[src/rtl/pixel_write_queue_if.sv]
// rtl/pixel_write_queue_if.sv - plot stream in, framebuffer write port out
// master is the generator/memory side, slave is the queue.
interface pixel_write_queue_if;
   logic [7:0]  vga_x;
   logic [6:0]  vga_y;
   logic [2:0]  vga_colour;
   logic        vga_plot;
   logic [14:0] fb_addr;
   logic [2:0]  fb_wdata;
   logic        fb_we;
   logic        fb_ready;

   modport master (
      output vga_x, vga_y, vga_colour, vga_plot, fb_ready,
      input  fb_addr, fb_wdata, fb_we
   );

   modport slave (
      input  vga_x, vga_y, vga_colour, vga_plot, fb_ready,
      output fb_addr, fb_wdata, fb_we
   );
endinterface

[src/rtl/pixel_write_queue.sv]
// rtl/pixel_write_queue.sv - range-checks plot requests and queues framebuffer writes
// Head entry is held in registers so the write port is stable under backpressure.
module pixel_write_queue #(
   parameter int DEPTH = 8,
   parameter int H_RES = 160,
   parameter int V_RES = 120
) (
   input  logic                 clk,
   input  logic                 rst,
   pixel_write_queue_if.slave   bus,
   input  logic                 clear_stats,
   output logic                 full,
   output logic                 empty,
   output logic                 overflow,
   output logic [15:0]          clip_count
);
   localparam int PW = $clog2(DEPTH);
   localparam int CW = $clog2(DEPTH) + 1;

   logic [17:0]   mem [DEPTH];
   logic [PW-1:0] wr_ptr;
   logic [PW-1:0] rd_ptr;
   logic [CW-1:0] count;
   logic [CW-1:0] count_next;
   logic [CW-1:0] remaining;
   logic [14:0]   head_addr;
   logic [2:0]    head_wdata;
   logic [14:0]   addr;
   logic [17:0]   entry;
   logic [17:0]   next_head;
   logic          in_range;
   logic          push_req;
   logic          pop;
   logic          accept;

   assign empty        = (count == '0);
   assign full         = (count == CW'(DEPTH));
   assign bus.fb_we    = !empty;
   assign bus.fb_addr  = head_addr;
   assign bus.fb_wdata = head_wdata;

   always_comb begin
      in_range = (32'(bus.vga_x) < H_RES) && (32'(bus.vga_y) < V_RES);
      addr     = 15'(32'(bus.vga_y) * H_RES + 32'(bus.vga_x));
      entry    = {addr, bus.vga_colour};
      pop      = !empty && bus.fb_ready;
      push_req = bus.vga_plot && in_range;
      accept   = push_req && (!full || pop);

      count_next = count;
      if (accept && !pop)
         count_next = count + CW'(1);
      else if (pop && !accept)
         count_next = count - CW'(1);

      // The head after this edge: next stored entry, else the incoming one, else hold.
      remaining = count - CW'(pop);
      next_head = {head_addr, head_wdata};
      if (remaining != '0)
         next_head = mem[rd_ptr + PW'(pop)];
      else if (accept)
         next_head = entry;
   end

   always_ff @(posedge clk) begin
      if (accept)
         mem[wr_ptr] <= entry;
   end

   always_ff @(posedge clk or posedge rst) begin
      if (rst) begin
         wr_ptr     <= '0;
         rd_ptr     <= '0;
         count      <= '0;
         head_addr  <= '0;
         head_wdata <= '0;
         overflow   <= 1'b0;
         clip_count <= '0;
      end else begin
         if (accept)
            wr_ptr <= wr_ptr + PW'(1);
         if (pop)
            rd_ptr <= rd_ptr + PW'(1);
         count                   <= count_next;
         {head_addr, head_wdata} <= next_head;

         if (clear_stats) begin
            overflow   <= 1'b0;
            clip_count <= '0;
         end else begin
            if (push_req && !accept)
               overflow <= 1'b1;
            if (bus.vga_plot && !in_range && clip_count != 16'hFFFF)
               clip_count <= clip_count + 16'd1;
         end
      end
   end
endmodule

[src/flat_wrapper.sv]
// flat-port wrapper written by rule: the top's interface ports become plain ports
module pixel_write_queue_flat 
#(
   parameter int DEPTH = 8,
   parameter int H_RES = 160,
   parameter int V_RES = 120
)
  (clk, rst, clear_stats, full, empty, overflow, clip_count, bus_vga_x, bus_vga_y, bus_vga_colour, bus_vga_plot, bus_fb_ready, bus_fb_addr, bus_fb_wdata, bus_fb_we);
  pixel_write_queue_if bus_i ();
  input  logic clk;
  input  logic rst;
  input  logic clear_stats;
  output logic full;
  output logic empty;
  output logic overflow;
  output logic [15:0] clip_count;
  input wire logic [$bits(bus_i.vga_x)-1:0] bus_vga_x;
  input wire logic [$bits(bus_i.vga_y)-1:0] bus_vga_y;
  input wire logic [$bits(bus_i.vga_colour)-1:0] bus_vga_colour;
  input wire logic [$bits(bus_i.vga_plot)-1:0] bus_vga_plot;
  input wire logic [$bits(bus_i.fb_ready)-1:0] bus_fb_ready;
  output wire logic [$bits(bus_i.fb_addr)-1:0] bus_fb_addr;
  output wire logic [$bits(bus_i.fb_wdata)-1:0] bus_fb_wdata;
  output wire logic [$bits(bus_i.fb_we)-1:0] bus_fb_we;
  assign bus_i.vga_x = bus_vga_x;
  assign bus_i.vga_y = bus_vga_y;
  assign bus_i.vga_colour = bus_vga_colour;
  assign bus_i.vga_plot = bus_vga_plot;
  assign bus_i.fb_ready = bus_fb_ready;
  assign bus_fb_addr = bus_i.fb_addr;
  assign bus_fb_wdata = bus_i.fb_wdata;
  assign bus_fb_we = bus_i.fb_we;
  pixel_write_queue #(.DEPTH(DEPTH), .H_RES(H_RES), .V_RES(V_RES)) u_core (.clk(clk), .rst(rst), .bus(bus_i), .clear_stats(clear_stats), .full(full), .empty(empty), .overflow(overflow), .clip_count(clip_count));
endmodule
[config.mk]
export PLATFORM = sky130hd
export DESIGN_NAME = pixel_write_queue_flat
export DESIGN_NICKNAME = d
export VERILOG_FILES = /design/src/rtl/pixel_write_queue_if.sv /design/src/rtl/pixel_write_queue.sv /design/src/flat_wrapper.sv
export SDC_FILE = /design/constraint.sdc
export NUM_CORES = 1
export LEC_CHECK = 0
export CORE_MARGIN = 2
export CORE_UTILIZATION = 40
export CTS_CLUSTER_DIAMETER = 40
export CTS_CLUSTER_SIZE = 20
export DETAILED_ROUTE_END_ITERATION = 10
export SKIP_LAST_GASP = 1
export SYNTH_ARGS = -nofsm -noshare
export SYNTH_HDL_FRONTEND = slang
export SYNTH_SLANG_ARGS = --single-unit
[constraint.sdc]
create_clock -name clk -period 4.45 [get_ports clk]
set_input_delay 0.445 -clock clk [delete_from_list [all_inputs] [get_ports clk]]
set_output_delay 0.445 -clock clk [all_outputs]
set_load 0.01 [all_outputs]
==> results.txt <==
The setup fix buffers added after clock tree synthesis is 0. For the finished layout, the period the worst path requires is 3400 ps. The path class of the tightest hold or removal check is primary input to asynchronous set/reset pin.

The post-placement worst setup slack is 610 ps. The routed length per instance is 19.4 µm. In this run the number of H-tree levels came out at 4. The worst setup path is captured at a register. The tree is rooted in a clkbuf_16. In the global route stage, overall resource usage came out at 0.164. Yosys printed 0 warnings.

Row generation in the floorplan step produced 52 rows. Of the synthesized area, sequential elements account for 0.662. The number of clock buffers added by TritonCTS is 17. The number of global-route vias before repair is 4808. The largest net degree at the start of global routing is 40. The worst setup path is launched from a primary input.

The fraction of layout instances using a drive strength above 1 is 0.196. The total overflow left after global routing is 0. Setup repair after global routing left no endpoint under its margin. The total area of multi-input combinational cells came out at 2690 µm². The longest clock path from root to sink contains 2 buffers. The leakage power of the design is 3.58 nW. The cts-stage hold buffer count came out at 0. The power per unit of standard cell area came out at 614 nW/µm².

In this run the vertical extent of the chip is 147 µm. The required time at the worst-slack endpoint came out at 4590 ps. In this run, placement finished with an instance count of 844. The number of design rule violations left after detail routing is 0. In the synthesized netlist, the number of instances is 509.

The share of the synthesized area in the top cell type is 0.525. Post-CTS repair changed the size of 0 cells. The number of fill cells in the layout is 1685. The share of flip-flops with an asynchronous set or reset after synthesis is 0.238. The largest total area in the synthesized netlist belongs to edfxtp_1. The number of setup violations in the final report is 0.

In the final design database the tool counted 641 nets. The final hold violation count came out at 0. The wire length of the first global-routing pass came out at 26.6 mm. TritonCTS built the clock tree. The worst-case clock skew is 9.76 ps. The number of diodes added for antenna fixing came out at 0. The final sum of negative setup slack came out at 0 ps. The max-slew violation count came out at 0. The number of DRC violations after detailed-routing iteration 0 came out at 239. The post-route clock period utilization is 0.764. At the pin with the least slew margin, the transition time is 863 ps. The remaining antenna violation count after routing came out at 0.

The overall routed net length is 17.0 mm. The count of buffers added on input and output ports is 60. By area the synthesized netlist is led by edfxtp_1 53%, dfrtp_1 14%, mux4_2 9.9%. The floorplan step set the die width to 147 µm. The mean area per synthesized cell came out at 16.2 µm². After the flow finishes, the layout carries non-filler instances totaling 876.

In this run the tightest slew margin relative to its limit is 0.421. The clock-pin slew of the registers on the worst-case setup and hold paths came out at 70 ps. The via density per instance came out at 5.26. The clock latency of the later-clocked register in the worst-skew pair is 430 ps. For this configuration, the core starts out at a cell density of 0.407. The register cell area after layout came out at 5450 µm². The post-synthesis net count is 557. The max-capacitance violation count is 0. The worst setup path is of the primary input to register kind.

The summed instance area of the synthesized netlist is 8230 µm². The HPWL after detailed placement came out at 10.6 mm. The flip-flop and latch count after synthesis is 189. The I/O pin total came out at 61. The clock sink count is 189. The run finished with clean final reports.

The routed via count came out at 4609. The die area came out at 21700 µm². The final weighted congestion in routability-driven placement came out at 0.753.

The area added between synthesis and finish is 20.6%. The total power draw is 0.00609 W. The final worst-path setup slack came out at 1050 ps. The count of distinct cell types in the synthesized netlist is 52.

The number of antenna violations at the first check in global routing is 0. Among all flip-flop cells after synthesis, the most frequent one is edfxtp_1. In this run the standard cell core region covers 20200 µm². Derived from the worst setup path, the maximum achievable clock frequency is 294 MHz. The maximum VDD drop came out at 0.000274 V.

The worst path arrival time came out at 3540 ps. The number of enable flip-flop cells after synthesis is 144. The total iterations of the first detailed-routing run came out at 4. In this run the worst path has a maximum fanout of 9.
-- report_power, final --
group,total [W],internal [W],leakage (nW),switching [W]
Sequential,0.00238,0.00222,1.87,0.000158
Combinational,0.00213,0.00110,1.41,0.00103
Clock,0.00158,0.000945,0.302,0.000638
-- kinds of logic after synthesis --
family | after synthesis | share of synthesized area
and+or+nand+nor | 112 | 0.0657
muxes | 68 | 0.139
DFF | 189 | 0.662
xor gates and xnor gates | 32 | 0.0341
adders and majority gates | 25 | 0.0407
AOI/OAI and AO/OA | 50 | 0.0414
buffers and inverters | 33 | 0.0166
-- state kept, by name, summed over array words and instances, names as in the netlist --
register	flops
u_core.overflow	1
u_core.mem	144
u_core.bus.fb_wdata	3
u_core.wr_ptr	3
u_core.rd_ptr	3
u_core.bus.fb_addr	15
u_core.count	4
u_core.clip_count	16
-- cell usage in the layout, fill, tap and decap left out, types with 3 or more instances in the layout --
master,instances
edfxtp_1,144
clkdlybuf4s50_1,60
dfrtp_1,45
mux4_2,36
nand2_1,35
nor2_1,30
buf_4,23
xnor2_1,21
ha_1,21
mux2i_1,19
clkbuf_16,17
o21ai_0,16
mux2_2,13
inv_1,13
nand3_1,10
xor2_1,10
nor3_1,8
a21oi_1,8
a211oi_1,6
nand2b_1,4
nor3_2,4
bufinv_16,4
a21o_1,3
and3_1,3
fa_1,3
clkinv_2,3
inv_6,3
-- layout make-up --
type / instances / share of cell area
multi-input combinational: 287 / 0.271
tap: 270 / 0.0340
timing repair buffer: 83 / 0.0779
inverter: 15 / 0.00567
sequential: 189 / 0.549
clock buffer: 19 / 0.0436
clock inverter: 13 / 0.0188
-- per-layer routing --
metal / up-vias / track usage / share of wire
li1: 2121 / - / -
met1: 2370 / 0.221 / 0.45
met3: 13 / 0.0383 / 0.046
met2: 105 / 0.269 / 0.50
met5: - / 0 / 0
met4: 0 / 0.0476 / 0.0092
-- critical path, cell delays in order --
cell             delay, ps
clkdlybuf4s50_1        450
ha_1                   320
ha_1                   240
fa_1                   400
a211oi_1               360
nor2_2                 110
xor2_1                 210
or4b_1                 470
xnor2_1                520
-- cell usage after synthesis (2+ instances only) --
cell type,number
nor2b_1,2
xor2_1,11
mux2i_1,19
buf_2,4
fa_1,3
a211oi_1,6
xnor2_1,21
dfrtp_1,45
clkbuf_1,11
nor3_1,12
a21oi_1,8
nand2b_1,4
nand4_1,2
o221ai_1,2
o21ba_2,2
nor2_1,30
a21o_1,3
mux2_2,13
edfxtp_1,144
mux4_2,36
nand2_1,35
nand3_1,10
o31a_1,2
inv_1,14
and2_1,2
and3_1,3
a31oi_1,2
and4_1,2
buf_4,2
ha_1,22
o21ai_0,16
-- per-stage QoR --
stage	hold WS, ps	cell area [µm²]	utilization
2_1_floorplan	464	8230	-
5_1_grt	258	9930	0.491
3_5_place_dp	506	9310	0.460
3_3_place_gp	473	9310	0.460
6_report	240	9930	0.491
4_1_cts	224	9930	0.491
-- worst paths after layout --
check | to | from | slack (ps) | cells after the start
min in group clk | u_core.rd_ptr[0] | u_core.rd_ptr[0] | 510 | 1
max in group asynchronous | u_core.bus.fb_addr[8] | rst | 3380 | 3
worst min register to register | u_core.rd_ptr[0] | u_core.rd_ptr[0] | 510 | 1
worst max register to register | u_core.bus.fb_addr[11] | u_core.count[1] | 1400 | 11
worst max-delay path | u_core.mem[5][16] | bus_vga_y[1] | 1050 | 9
worst min-delay path | u_core.clip_count[11] | rst | 240 | 2
Power figures use the tool's default switching activity.
